--- src/rtl/nand_bank_pipe.sv ---
// Bank of CHANNELS reduction gates with per-channel runtime function select,
// one valid/ready output register and saturating per-channel output-transition counters.
module nand_bank_pipe #(
  parameter int CHANNELS = 2,
  parameter int INPUTS   = 4,
  parameter int CNT_W    = 8,
  localparam int SEL_W   = (CHANNELS > 1) ? $clog2(CHANNELS) : 1
) (
  input  logic                      clk,
  input  logic                      reset,
  input  logic [CHANNELS*INPUTS-1:0] in_data,
  input  logic                      in_valid,
  output logic                      in_ready,
  output logic [CHANNELS-1:0]       out_y,
  output logic                      out_valid,
  input  logic                      out_ready,
  input  logic                      cfg_we,
  input  logic [SEL_W-1:0]          cfg_chan,
  input  logic [2:0]                cfg_func,
  input  logic                      cnt_clr,
  output logic [CHANNELS*CNT_W-1:0] tog_cnt
);

  // Handshake: a transfer happens on a rising edge where valid && ready.
  // in_ready depends only on the output register state and out_ready,
  // never on in_valid, so upstream may use it to decide whether to assert valid.

  localparam logic [2:0] F_AND  = 3'd1;
  localparam logic [2:0] F_NOR  = 3'd2;
  localparam logic [2:0] F_OR   = 3'd3;
  localparam logic [2:0] F_XOR  = 3'd4;
  localparam logic [2:0] F_XNOR = 3'd5;

  logic                accept;
  logic [2:0]          func_q [CHANNELS];
  logic [CHANNELS-1:0] ref_q;
  logic [CHANNELS-1:0] gate_y;
  logic [CNT_W-1:0]    cnt_q  [CHANNELS];

  assign in_ready = !out_valid || out_ready;
  assign accept   = in_valid && in_ready;

  // Codes 0, 6 and 7 all fall to the default NAND arm.
  always_comb begin
    gate_y = '0;
    for (int c = 0; c < CHANNELS; c++) begin
      case (func_q[c])
        F_AND:   gate_y[c] = &in_data[c*INPUTS +: INPUTS];
        F_NOR:   gate_y[c] = ~|in_data[c*INPUTS +: INPUTS];
        F_OR:    gate_y[c] = |in_data[c*INPUTS +: INPUTS];
        F_XOR:   gate_y[c] = ^in_data[c*INPUTS +: INPUTS];
        F_XNOR:  gate_y[c] = ~^in_data[c*INPUTS +: INPUTS];
        default: gate_y[c] = ~&in_data[c*INPUTS +: INPUTS];
      endcase
    end
  end

  always_ff @(posedge clk) begin
    if (reset) begin
      out_valid <= 1'b0;
      out_y     <= '1;
      ref_q     <= '1;
      for (int c = 0; c < CHANNELS; c++) begin
        func_q[c] <= 3'd0;
        cnt_q[c]  <= '0;
      end
    end else begin
      if (accept) begin
        out_y     <= gate_y;
        out_valid <= 1'b1;
        ref_q     <= gate_y;
      end else if (out_ready) begin
        out_valid <= 1'b0;
      end
      // gate_y above was computed from the pre-write function, so a same-cycle
      // config write only affects later accepts.
      for (int c = 0; c < CHANNELS; c++) begin
        if (cfg_we && (cfg_chan == SEL_W'(c))) begin
          func_q[c] <= cfg_func;
        end
        if (cnt_clr) begin
          cnt_q[c] <= '0;
        end else if (accept && (gate_y[c] != ref_q[c]) && (cnt_q[c] != {CNT_W{1'b1}})) begin
          cnt_q[c] <= cnt_q[c] + CNT_W'(1);
        end
      end
    end
  end

  for (genvar g = 0; g < CHANNELS; g++) begin : g_cnt
    assign tog_cnt[g*CNT_W +: CNT_W] = cnt_q[g];
  end

endmodule

--- config.mk ---
export PLATFORM = sky130hd
export DESIGN_NAME = nand_bank_pipe
export DESIGN_NICKNAME = d
export VERILOG_FILES = /design/src/rtl/nand_bank_pipe.sv
export SDC_FILE = /design/constraint.sdc
export NUM_CORES = 1
export LEC_CHECK = 0
export BUFFER_PORTS_ARGS = -buffer_cell sky130_fd_sc_hd__buf_2
export CAP_MARGIN = 20
export CORE_MARGIN = 10
export CORE_UTILIZATION = 45
export CTS_BUF_LIST = sky130_fd_sc_hd__clkbuf_8 sky130_fd_sc_hd__clkbuf_16
export CTS_CLUSTER_DIAMETER = 100
export DETAILED_ROUTE_END_ITERATION = 10
export GPL_TIMING_DRIVEN = 0
export MAX_ROUTING_LAYER = met4
export PLACE_DENSITY_LB_ADDON = 0.1
export REMOVE_ABC_BUFFERS = 1
export SYNTH_ARGS = -nofsm -noshare
export SYNTH_HDL_FRONTEND = slang
export SYNTH_SLANG_ARGS = --single-unit
--- constraint.sdc ---
create_clock -name clk -period 6.8 [get_ports clk]
set_input_delay 0 -clock clk [delete_from_list [all_inputs] [get_ports clk]]
set_output_delay 0 -clock clk [all_outputs]
set_load 0.05 [all_outputs]
# After elaboration in Yosys (flattened, before gate mapping)
# Memories as Yosys holds them, arrays and structs flattened.
# Cells that the tools add are included.
[word_totals]
ff_bits = 3
in_bits = 18
n_memories = 2
ramBits = 22
wordCells = 78
[op_classes]
n_reduce_logical = 22
bitwise_logic = 7
add_sub_neg = 2
n_eq_ne = 14
mux = 29
[mem_list]
columns = ["name", "depth", "width", "rd", "rd_clocked_by_memory_dff", "wr", "line_no", "rtl"]
rows = [
  ["cnt_q", 2, 8, 2, 0, 2, "38", "logic [CNT_W-1:0] cnt_q [CHANNELS];"],
  ["func_q", 2, 3, 2, 0, 2, "35", "logic [2:0] func_q [CHANNELS];"],
]
[ops]
columns = ["cell", "count"]
rows = [
  ["$mux W8", 4],
  ["$mux W1", 21],
  ["$add A8 B1 Y8 const B", 2],
  ["$ne A8 B8 Y1 const B", 2],
  ["$eq A3 B2 Y1 const B", 4],
  ["$eq A3 B3 Y1 const B", 4],
  ["$pmux W1 S5", 2],
  ["$reduce_and A4 Y1", 2],
  ["$reduce_or A4 Y1", 2],
  ["$reduce_xnor A4 Y1", 2],
  ["$reduce_xor A4 Y1", 2],
  ["$logic_and A1 B1 Y1", 7],
  ["$eq A3 B1 Y1 const B", 2],
  ["$mux W3", 2],
  ["$or A1 B1 Y1", 6],
  ["$logic_not A1 Y1", 5],
  ["$ne A1 B1 Y1", 2],
  ["$reduce_bool A2 Y1", 1],
  ["$logic_or A1 B1 Y1", 1],
  ["$not A1 Y1", 1],
]

# Longest topological paths before layout
# Gate-level depths: netlist of run 1.
[depth]
depth_word = 11
depth_mapped = 7

# Least setup slack after synthesis of run 1
# OpenSTA, ideal clock, no wires.
[synth_path]
kind = "register to register"
startpoint = "reg out_valid"
endpoint = "mem cnt_q[1][0] (enable)"
setup_slack_ns = 4.098
t_arrival_ns = 2.316
path_buffers = 1
stages_incl_launch_ff = 5
period_less_slack_ns = 2.702
cell_sequence = "dfxtp_1 -> nand2b_1 -> nand3_1 -> dlygate4sd1_1 -> o31ai_1"
[synth_lines]
columns = ["item", "line_no", "rtl"]
rows = [
  ["from (decl)", "15", "output logic out_valid,"],
  ["from (signal assigned)", "60", "out_valid <= 1'b0;"],
  ["from (signal assigned)", "70", "out_valid <= 1'b1;"],
  ["from (signal assigned)", "73", "out_valid <= 1'b0;"],
  ["to (decl)", "38", ""],
]

==> results by group, run 1 <==
Critical path
  – Crit path launch: func_q[0][3]
  – Worst path cell trace: xor3_1 > mux2i_1 > a211oi_2 > xnor2_2 > o31ai_1 > clkbuf_2
  – Critical Path Slowest Stage Cell: sky130_fd_sc_hd__o31ai_1
  – Worst stage delay on the critical path: between 0.5 and 0.6 ns
  – WS Path Type: reg2reg
  – Worst endpoint data arrival time: 2.47 ns
  – Crit path capture type: flip-flop
  – Startpoint of the most critical register-to-register path: func_q[0][3]
  – Startpoint type of the worst setup path: flip-flop
  – Required time of the critical path: between 6 and 7 ns
  – Worst Path Max Fanout: 9

Power
  – Switching Fraction: 0.3221
  – Power Internal: 251.8 uW
  – Total power density per cell area: approximately 200 nW/um^2
  – Proportion of power drawn by combinational gates: 0.246
  – Clock network fraction of total power: 0.241
  – Switch Pwr: 119.6 uW
  – Maximum vdd drop: around 110 uV
  – Share of total power in sequential cells: 0.513
  – Standby leakage power: 0.0008123 uW
  – Total power draw: roughly 370 uW

Clock tree
  – CTS Hold Bufs: 2
  – Depth of the CTS H-tree: 1
  – Setup repair bufs after CTS: 0
  – Cts repair resizes: 0
  – CTS tree: built
  – Inserted Clock Buffers: 3
  – Clock root buffer: sky130_fd_sc_hd__clkbuf_8
  – Insertion delay to the later sink of the worst-skew pair: approximately 0.27 ns
  – TritonCTS sink count: 25
  – Largest buffer count on any clock path: 2
  – Post-CTS clock slew at the launch and capture registers of the worst setup and hold paths: ~0.090 ns

Place
  – Final weighted congestion of routability-driven global placement: roughly 0.77
  – Port Buffers: 37
  – Detailed Place HPWL: 2440 um

Routing
  – Antenna-violating nets left: 0
  – Number of vias per cell after detailed routing: approximately 5.2
  – Via count: 1206
  – First-pass DRT Iterations: 4
  – Total wire length after detailed routing: approximately 3100 um
  – Per-cell routed wire length: ~13 um
  – Detailed-route DRC error count: 0
  – Met2 wire length: ~1600 um
  – Routed metal-1 wirelength: roughly 1300 um
  – First-iteration detailed-routing DRC count: 85
  – Highest signal layer in the routed design: met4
  – Met3 routed WL: about 140 um

Timing
  – Total setup violations reported at the end of the flow: 0
  – Post-Route Setup TNS: 0 ns
  – Total count of hold-check failures in the final report: 0
  – Slew Viols, Final: 0
  – Setup repair after global routing missed its margin: no
  – Clock skew after layout: just under 0.002 ns
  – Max_slew headroom: 0.6175
  – Period utilisation layout: 0.3653
  – Post-layout min period: about 2.5 ns
  – Highest attainable clock frequency: ~400 MHz
  – Actual slew at the worst max-slew pin: ~0.57 ns

Worst hold path
  – Critical hold path startpoint: in_valid
  – Path category of the worst min-delay check: in2reg

Final layout
  – Number of inserted filler cells in the final layout: 329
  – Share of post-route cells with drive strength above 1: 0.2541
  – Total inserted antenna cells: 0
  – Net count, final: 214
  – Storage cell area: ~720 sq um
  – Area overhead of the layout relative to synthesis: 20.07%
  – Area used by multi-input combinational logic: ~750 sq um

Floorplanning
  – Initial cell density of the core: 0.4596
  – Die outline area: between 6000 and 7000 sq um
  – Die W: approximately 78 um
  – Overall die height: about 78 um
  – Placeable core area: around 3300 sq um
  – Placement Rows: 21
  – Top-level port count: 38

Logic synthesis
  – Count of different cell masters after synthesis: 36
  – Yosys warning total: 0
  – Portion of synthesized cell area occupied by the leading cell type: 0.4342
  – Dominant cells by area after synthesis: sky130_fd_sc_hd__edfxtp_1 (43%), sky130_fd_sc_hd__ha_1 (8.2%), sky130_fd_sc_hd__xnor2_1 (4.6%)
  – Cell type with the highest aggregate area in the netlist: sky130_fd_sc_hd__edfxtp_1
  – Cell count after synthesis: ~140
  – Synthesized area: 1521 sq um
  – Average footprint of a synthesized cell: 10.71 sq um
  – Flop and latch count out of synthesis: 25
  – Portion of the post-synthesis area used by sequential elements: 0.4737

GRT
  – Number of global-route vias before repair: 1183
  – Congestion Overflow GR: 0
  – Number of antenna violations at the first check in global routing: 0
  – GRT Total Usage: 0.1010
  – Maximum number of pins on one net before global-route repair: 15
  – Wire length of the first global-routing pass: approximately 5000 um

Outcome
  – Result of the run: complete, no violations

Flow run
  – Count of maximum capacitance violations: 0
## registers in the layout, summed over array words and instances, names as in the netlist
signal     cells
cnt_q         16
ref_q          2
func_q         6
out_valid      1
## final timing paths
path	to	slack, ns	cells past startpoint
worst max-delay path	cnt_q[1][7]	4.32	6
worst min-delay path	ref_q[1]	0.03	3
worst max register to register	cnt_q[1][7]	4.32	6
worst min register to register	ref_q[1]	0.58	2
## logic make-up after synthesis
group	synth area share
AOI/OAI and AO/OA	0.1077
xor gates and xnor gates	0.1012
adders and majority gates	0.08224
buffers and inverters	0.03536
DFF	0.4737
muxes	0.006579
and+or+nand+nor	0.1933
## power groups by stage
stage	registers, uW	clock network, uW	logic (uW)
floorplan	219	0	41.5
global placement	193	0	89.2
detailed placement	194	0	90.8
CTS	191	90.8	92.1
global route	193	97.0	99.2
finish	191	89.5	91.4
## stage by stage
stage               hold slack [ns]  utilization  setup slack [ns]  instances  instance area, sq um
CTS                         0.03239       0.5503             4.017        230                  1822
finish                      0.03271       0.5518             4.316        231                  1827
global placement             0.2633       0.5302             4.081        224                  1755
floorplan                   0.06907            -             4.202        141                  1513
detailed placement           0.2643       0.5302             3.960        224                  1755
global route                0.04976       0.5518             4.129        231                  1827
## layer usage
metal / track usage / vias to the layer above
met5: - / -
met2: 0.1875 / 22
met3: 0.02392 / 5
met4: 0.03763 / 0
met1: 0.09953 / 569
li1: - / 610
## worst max-delay path, delay by kind of cell (launching register included)
family / cells / cell delay [ns]
xor gates and xnor gates: 2 / 0.51
DFF: 1 / 0.44
muxes: 1 / 0.09
AOI/OAI and AO/OA: 2 / 0.87
buffers and inverters: 1 / 0.29
## synthesized netlist by cell type (all sizes together)
cell	count
a211o	1
a211oi	1
a21boi	2
a21o	2
a21oi	9
a22oi	1
a31o	2
a31oi	2
and2	3
and3	7
dfxtp	3
dlygate4sd1	1
edfxtp	22
ha	10
inv	12
mux2i	1
nand2	8
nand2b	1
nand3	8
nand4	1
nand4b	2
nor2	6
nor2b	2
nor3	4
nor3b	1
nor4	9
o211a	1
o21ai	1
o21bai	1
o31ai	1
or2	1
or3	1
xnor2	9
xor2	5
xor3	1
## cell type report
cell class | instances | share of cell area
multi-input combinational | 104 | 0.4089
sequential | 25 | 0.3945
timing repair buffer | 40 | 0.1151
tap | 46 | 0.03151
inverter | 12 | 0.02466
clock buffer | 3 | 0.02260
clock inverter | 1 | 0.002740
## cell usage in the layout (no fill, tap or decap), types with 2 or more instances in the layout
cell type	synthesis	layout
sky130_fd_sc_hd__clkbuf_8	0	3
sky130_fd_sc_hd__nand2_1	8	8
sky130_fd_sc_hd__nand4b_1	2	2
sky130_fd_sc_hd__a21oi_1	9	9
sky130_fd_sc_hd__xnor2_1	8	8
sky130_fd_sc_hd__nor2b_1	2	2
sky130_fd_sc_hd__a31o_2	2	2
sky130_fd_sc_hd__nor2_1	6	6
sky130_fd_sc_hd__edfxtp_1	22	22
sky130_fd_sc_hd__and3_1	7	7
sky130_fd_sc_hd__a31oi_1	2	2
sky130_fd_sc_hd__nor4_1	9	9
sky130_fd_sc_hd__buf_2	0	37
sky130_fd_sc_hd__and2_1	3	3
sky130_fd_sc_hd__dlygate4sd3_1	0	2
sky130_fd_sc_hd__a21boi_0	2	2
sky130_fd_sc_hd__inv_1	12	12
sky130_fd_sc_hd__ha_1	10	10
sky130_fd_sc_hd__nor3_1	4	4
sky130_fd_sc_hd__a21o_1	2	2
sky130_fd_sc_hd__dfxtp_1	3	3
sky130_fd_sc_hd__nand3_1	8	8
sky130_fd_sc_hd__xor2_1	5	5
Power figures use the tool's default switching activity.
==> run 2, diff against run 1 <==
==> constraint.sdc (replaced) <==
create_clock -name clk -period 2.1 [get_ports clk]
set_input_delay 0 -clock clk [delete_from_list [all_inputs] [get_ports clk]]
set_output_delay 0 -clock clk [all_outputs]
set_load 0.05 [all_outputs]
==> run 2 against run 1 <==
  * The flow now finishes with violations (hold timing)
  * Clock power rose to 3.2 times the previous value
  * Global-route usage rose by 0.41 points
  * Non-clock buffer count rose by 3
  * Worst setup slack got worse by 4.2 ns
  * Count of clock-buffer cells in the layout did not move
  * Cell count rose by 1.3%
  * First-iteration DRC count rose by 25%
  * Fmax rose by 26%
  * Critical path type unchanged
  * Largest cell class unchanged
==> results by group, run 2 (synthesis results as in run 1) <==
Outcome
  – Result of the run: complete, but fails checks
  – Violated checks: hold timing

Place
  – Number of placed cells counting well taps: 224
  – Setup slack at placement: -0.7398 ns
  – Final weighted congestion of routability-driven global placement: between 0.7 and 0.8
  – Port Buffers: 37
  – Detailed Place HPWL: roughly 2400 um

Critical path
  – R2r worst-path depth: 6
  – Worst path cell trace: and3_1 > o211a_1 > a211oi_4 > xnor2_4 > o31ai_4 > buf_6
  – Crit path capture type: flip-flop
  – WS Path Type: reg2reg
  – Worst endpoint data arrival time: about 2.0 ns
  – Setup slack, reg-to-reg: ~0.13 ns
  – Required time of the critical path: ~2.1 ns
  – Startpoint of the most critical register-to-register path: func_q[0][4]
  – Worst Path Max Fanout: 9
  – Startpoint type of the worst setup path: flip-flop
  – Crit path launch: func_q[0][4]
  – Critical Path Slowest Stage Cell: sky130_fd_sc_hd__edfxtp_1
  – Endpoint of the worst register-to-register path: cnt_q[1][1]
  – Worst stage delay on the critical path: ~0.39 ns

Routing
  – First-iteration detailed-routing DRC count: 106
  – First-pass DRT Iterations: 4
  – Highest signal layer in the routed design: met4
  – Detailed-route DRC error count: 0
  – Via count: ~1200
  – Met2 wire length: 1719 um
  – Number of vias per cell after detailed routing: 5.231
  – Antenna-violating nets left: 0
  – Met3 routed WL: 135 um
  – Total wire length after detailed routing: between 3000 and 4000 um
  – Per-cell routed wire length: roughly 14 um
  – Routed metal-1 wirelength: between 1000 and 1500 um

Timing
  – PnR worst setup slack: roughly 0.13 ns
  – Total setup violations reported at the end of the flow: 0
  – Setup repair after global routing missed its margin: no
  – Period utilisation layout: 0.9358
  – Total count of hold-check failures in the final report: 1
  – Slew Viols, Final: 0
  – Post-layout min period: approximately 2.0 ns
  – Worst Hold Margin: -0.0002482 ns
  – Actual slew at the worst max-slew pin: ~0.56 ns
  – Max_slew headroom: 0.6226
  – Clock skew after layout: 0.003650 ns
  – Highest attainable clock frequency: 508.9 MHz

Final layout
  – Net count, final: approximately 220
  – Max FFs per register: 16
  – Share of post-route cells with drive strength above 1: 0.2979
  – Most flops, register: cnt_q
  – Commonest cells after routing, fill and taps aside: sky130_fd_sc_hd__buf_2 (37), sky130_fd_sc_hd__edfxtp_1 (22), sky130_fd_sc_hd__inv_1 (12)
  – Total inserted antenna cells: 0
  – Post-Layout Cell Count: roughly 230
  – Area overhead of the layout relative to synthesis: 25.58%
  – Commonest non-fill, non-tap cell in the layout: sky130_fd_sc_hd__buf_2
  – Registers with the highest flip-flop counts: cnt_q (16), func_q (6), ref_q (2)

Floorplanning
  – Placeable core area: about 3300 sq um
  – Initial cell density of the core: 0.4596
  – Die W: 78.15 um
  – Placement Rows: 21
  – Top-level port count: 38
  – Die outline area: ~6100 sq um
  – Overall die height: ~78 um

Clock tree
  – Largest buffer count on any clock path: 2
  – Depth of the CTS H-tree: 1
  – TritonCTS sink count: 25
  – Clock root buffer: sky130_fd_sc_hd__clkbuf_8
  – Insertion delay to the later sink of the worst-skew pair: around 0.27 ns
  – Inserted Clock Buffers: 3
  – CTS tree: built
  – Post-CTS clock slew at the launch and capture registers of the worst setup and hold paths: about 0.090 ns

Worst hold path
  – Hold Path End: ref_q[0]
  – Critical hold path startpoint: reset
  – Hold path depth: 2
  – Path category of the worst min-delay check: in2reg

Power
  – Standby leakage power: approximately 0.00084 uW
  – Clock network fraction of total power: 0.233
  – Share of total power in sequential cells: 0.499
  – Power Internal: about 840 uW
  – Maximum vdd drop: ~370 uV
  – Switching Fraction: 0.3258
  – Total power density per cell area: roughly 650 nW/um^2
  – Switch Pwr: 403.5 uW
  – Proportion of power drawn by combinational gates: 0.268

GRT
  – Number of global-route vias before repair: 1218
  – Wire length of the first global-routing pass: between 5000 and 6000 um
  – GRT Total Usage: 0.1051
  – Maximum number of pins on one net before global-route repair: 15
  – Congestion Overflow GR: 0
  – Number of antenna violations at the first check in global routing: 0

Flow run
  – Count of maximum capacitance violations: 0
## run 2: worst max-delay path, delay by kind of cell, from the launching register on
family	cells	cell delay, ns
and+or+nand+nor	1	0.21
DFF	1	0.39
buffers and inverters	1	0.16
xor gates and xnor gates	1	0.16
AOI/OAI and AO/OA	3	0.77
## run 2: worst max-delay path by stage
stage / endpoint / slack, ns / cells after the start
global route: cnt_q[0][3] / 0.04 / 4
finish: cnt_q[1][1] / 0.13 / 6
floorplan: cnt_q[1][0] / -0.50 / 3
detailed placement: cnt_q[1][3] / -0.74 / 8
global placement: cnt_q[1][7] / -0.62 / 8
CTS: cnt_q[1][6] / 0.02 / 6
## run 2: repair_timing
item	in CTS	in global routing
gates resized for setup	5	5
endpoints found under the setup margin	16	17
hold buffers	2	0
pin swaps	1	2
setup buffers	2	2
hold endpoints to repair	1	0
## run 2: stage by stage
| step | total power [uW] | util | instance area (sq um) | TNS (ns) |
|---|---|---|---|---|
| floorplan | 844.5 | - | 1513 | -7.385 |
| global placement | 915.1 | 0.5302 | 1755 | -6.665 |
| detailed placement | 922.8 | 0.5302 | 1755 | -8.455 |
| CTS | 1220 | 0.5631 | 1864 | 0 |
| global route | 1296 | 0.5771 | 1911 | 0 |
| finish | 1239 | 0.5771 | 1911 | 0 |
## run 2: layer usage
layer	vias to the layer above	global-route usage
li1	619	-
met1	580	0.1036
met2	21	0.1965
met3	4	0.02392
met4	0	0.03763
met5	-	-
## run 2: area by class of cell
cell class | count | area (sq um)
clock buffers | 3 | 41.29
clock inverters | 1 | 5.005
fillers | 320 | 1400
inverters | 12 | 45.04
multi-input cells | 104 | 802.0
flip-flops and latches | 25 | 720.7
well taps | 46 | 57.56
repair buffers | 43 | 239.0
## run 2: power by group through the flow
stage | combinational, uW | sequential, uW | clock (uW)
floorplan | 134 | 710 | 0
global placement | 289 | 626 | 0
detailed placement | 294 | 629 | 0
CTS | 309 | 617 | 294
global route | 357 | 625 | 314
finish | 332 | 618 | 289
==> run 3, diff against run 2 <==
--- a/config.mk
+++ b/config.mk
@@ -5,6 +5,7 @@
 export SDC_FILE = /design/constraint.sdc
 export NUM_CORES = 1
 export LEC_CHECK = 0
+export ABC_AREA = 1
 export BUFFER_PORTS_ARGS = -buffer_cell sky130_fd_sc_hd__buf_2
 export CAP_MARGIN = 20
 export CORE_MARGIN = 10
@@ -16,6 +17,7 @@
 export MAX_ROUTING_LAYER = met4
 export PLACE_DENSITY_LB_ADDON = 0.1
 export REMOVE_ABC_BUFFERS = 1
+export SLEW_MARGIN = 20
 export SYNTH_ARGS = -nofsm -noshare
 export SYNTH_HDL_FRONTEND = slang
 export SYNTH_SLANG_ARGS = --single-unit
==> run 3 against run 2 <==
  * The flow now finishes without violations
  * Cell area fell by 1.8%
  * Die area rose by 2.4%
  * Register-to-register slack improved by 0.098 ns
  * Count of clock-buffer cells in the layout did not move
  * Sequential share of layout area rose by 0.68 points
  * Clock power rose by 3%
  * Sequential power fell by 0.6%
  * Global-route usage rose by 0.55 points
  * Critical path type unchanged
==> results by group, run 3 <==
Critical path
  – Family with the most delay on the worst path: simple AND/OR/NAND/NOR gates
  – Crit path launch: cnt_q[1][0]
  – CP Buf/Inv Count: 1
  – Critical Path Slowest Stage Cell: sky130_fd_sc_hd__edfxtp_1
  – Worst Path Max Fanout: 9
  – Setup slack, reg-to-reg: roughly 0.23 ns
  – Worst stage delay on the critical path: around 0.44 ns
  – Worst endpoint data arrival time: roughly 1.8 ns
  – WS Path Type: reg2reg
  – Startpoint of the most critical register-to-register path: cnt_q[1][0]
  – Worst path cell trace: ha_1 > nand2_1 > nor2_1 > nand3_1 > inv_1 > a31oi_1 > nand3_4 > nand2_2
  – Required time of the critical path: approximately 2.1 ns
  – Critical path depth: 8
  – Startpoint type of the worst setup path: flip-flop
  – Endpoint of the worst register-to-register path: cnt_q[1][6]
  – Crit path capture type: flip-flop
  – Worst Setup EP: cnt_q[1][6]
  – R2r worst-path depth: 8

GRT
  – Congestion Overflow GR: 0
  – Met2 Resource Use GR: 0.1721
  – Number of global-route vias before repair: between 1000 and 1500
  – Number of antenna violations at the first check in global routing: 0
  – Wire length of the first global-routing pass: 5547 um
  – Maximum number of pins on one net before global-route repair: 16
  – GRT Total Usage: 0.1106
  – Most utilized layer in the global route result: met2
  – Met1 usage: 0.1350
  – Met3 Usage GRT: 0.02703

Power
  – Maximum vdd drop: 358.2 uV
  – Standby leakage power: 0.0009360 uW
  – Clock network fraction of total power: 0.245
  – Total power density per cell area: roughly 650 nW/um^2
  – Proportion of power drawn by combinational gates: 0.248
  – Power Internal: ~800 uW
  – Share of total power in sequential cells: 0.507
  – Switch Pwr: 409.3 uW
  – Switching Fraction: 0.3377

Logic synthesis
  – Share of async-settable or async-resettable flops after synthesis: 0
  – Synthesized area: around 1600 sq um
  – Portion of the post-synthesis area used by sequential elements: 0.4590
  – Number of enable flip-flop cells after synthesis: 22
  – Portion of synthesized cell area occupied by the leading cell type: 0.4207
  – Cell count after synthesis: 189
  – Leading cell type by number of instances after synthesis: sky130_fd_sc_hd__nand2_1
  – Flop and latch count out of synthesis: 25
  – Average footprint of a synthesized cell: 8.308 sq um
  – Main synth FF type: sky130_fd_sc_hd__edfxtp_1
  – Leading post-synthesis cells by instance count: sky130_fd_sc_hd__nand2_1 (39), sky130_fd_sc_hd__inv_1 (35), sky130_fd_sc_hd__nor2_1 (33), sky130_fd_sc_hd__edfxtp_1 (22), sky130_fd_sc_hd__nand3_1 (15)
  – Dominant cells by area after synthesis: sky130_fd_sc_hd__edfxtp_1 (42%), sky130_fd_sc_hd__nand2_1 (9.3%), sky130_fd_sc_hd__inv_1 (8.4%)
  – Yosys warning total: 0
  – Count of different cell masters after synthesis: 19
  – Cell type with the highest aggregate area in the netlist: sky130_fd_sc_hd__edfxtp_1

Timing
  – Period utilisation layout: 0.8893
  – Clock skew after layout: between 0.01 and 0.015 ns
  – Actual slew at the worst max-slew pin: 0.4224 ns
  – Max_slew headroom: 0.7154
  – Slew Viols, Final: 0
  – Highest attainable clock frequency: roughly 540 MHz
  – Total count of hold-check failures in the final report: 0
  – Setup repair after global routing missed its margin: no
  – Post-layout min period: approximately 1.9 ns
  – Post-Route Setup TNS: 0 ns
  – Worst Hold Margin: 0.07330 ns
  – Total setup violations reported at the end of the flow: 0

Routing
  – Number of vias per cell after detailed routing: 4.588
  – Per-cell routed wire length: roughly 11 um
  – First-iteration detailed-routing DRC count: 35
  – First-pass DRT Iterations: 4
  – Total wire length after detailed routing: approximately 3200 um
  – Detailed-route DRC error count: 0
  – Via count: roughly 1300
  – Antenna-violating nets left: 0

Final layout
  – Total inserted antenna cells: 0
  – Commonest cells after routing, fill and taps aside: sky130_fd_sc_hd__nand2_1 (37), sky130_fd_sc_hd__buf_2 (37), sky130_fd_sc_hd__inv_1 (35)
  – Registers with the highest flip-flop counts: cnt_q (16), func_q (6), ref_q (2)
  – Share of post-route cells with drive strength above 1: 0.2208
  – Net count, final: 260
  – Number of inserted filler cells in the final layout: 344
  – Most flops, register: cnt_q
  – Post-Layout Cell Count: roughly 280
  – Max FFs per register: 16
  – Area overhead of the layout relative to synthesis: 19.52%

Clock tree
  – Depth of the CTS H-tree: 1
  – Clock root buffer: sky130_fd_sc_hd__clkbuf_8
  – TritonCTS sink count: 25
  – CTS tree: built
  – Largest buffer count on any clock path: 2
  – Inserted Clock Buffers: 3
  – Post-CTS clock slew at the launch and capture registers of the worst setup and hold paths: around 0.1 ns
  – Insertion delay to the later sink of the worst-skew pair: 0.28 ns

Floorplanning
  – Initial cell density of the core: 0.4669
  – Die W: about 79 um
  – Die outline area: 6252 sq um
  – Placement Rows: 21
  – Top-level port count: 38
  – Overall die height: slightly below 80 um
  – Placeable core area: ~3400 sq um

Place
  – Number of placed cells counting well taps: 272
  – Port Buffers: 37
  – Final weighted congestion of routability-driven global placement: approximately 0.8
  – Detailed Place HPWL: about 2600 um

Flow run
  – Count of maximum capacitance violations: 0

Outcome
  – Result of the run: complete, no violations

Worst hold path
  – Path category of the worst min-delay check: in2reg
## run 3: worst min-delay path by stage
| stage | from | endpoint | slack [ns] | cells after the start |
|---|---|---|---|---|
| floorplan | reset | out_valid | 0.07 | 1 |
| global placement | reset | out_valid | 0.23 | 2 |
| detailed placement | reset | out_valid | 0.24 | 2 |
| CTS | cfg_func[1] | func_q[0][4] | 0.08 | 3 |
| global route | cfg_func[1] | func_q[0][4] | 0.08 | 3 |
| finish | out_ready | out_valid | 0.07 | 4 |
## run 3: cell type report
type / count / area (sq um) / share of cell area
multi-input combinational: 128 / 719.4 / 0.3833
clock inverter: 1 / 7.507 / 0.004000
tap: 46 / 57.56 / 0.03067
inverter: 36 / 135.1 / 0.07200
sequential: 25 / 720.7 / 0.3840
clock buffer: 3 / 41.29 / 0.02200
timing repair buffer: 38 / 195.2 / 0.1040
## run 3: worst min-delay path: stages
cell	delay, ns
sky130_fd_sc_hd__buf_2	0.07
sky130_fd_sc_hd__inv_1	0.03
sky130_fd_sc_hd__nand2_1	0.11
sky130_fd_sc_hd__a21oi_1	0.08
## run 3: stage by stage
stage / utilization / cell area, sq um / total power (uW) / worst slack, ns
after floorplan: - / 1570 / 848.0 / -0.006287
after CTS: 0.5565 / 1872 / 1226 / 0.07946
after global routing: 0.5580 / 1877 / 1285 / 0.06009
after global placement: 0.5391 / 1813 / 917.4 / 0.1257
final: 0.5580 / 1877 / 1212 / 0.2324
after detailed placement: 0.5391 / 1813 / 926.9 / 0.1063
## run 3: cell families (layout without fill, tap and decap cells)
family,Yosys count,count (layout),share of synthesized area
xor+xnor,12,12,0.06693
simple gates,97,97,0.2789
compound gates,9,9,0.02948
flops,25,25,0.4590
fa+ha+maj,10,10,0.07968
buf+inv,36,78,0.08606
## run 3: per-layer routing
layer / vias up / routed length (um)
li1: 686 / -
met1: 558 / 1488
met2: 23 / 1520
met3: 4 / 141
met4: 0 / 32
met5: - / 0
## run 3: what timing repair did
item / CTS / global route
hold buffers: 1 / 0
buffers inserted: 0 / 0
gates resized for setup: 0 / 2
endpoints found under the hold margin: 3 / 0
setup endpoints to repair: 0 / 11
## run 3: power by group through the flow
stage	logic, uW	registers, uW	clock network [uW]
finish	301	614	297
global route	337	622	326
CTS	304	614	308
detailed placement	301	626	0
global placement	294	624	0
floorplan	140	708	0
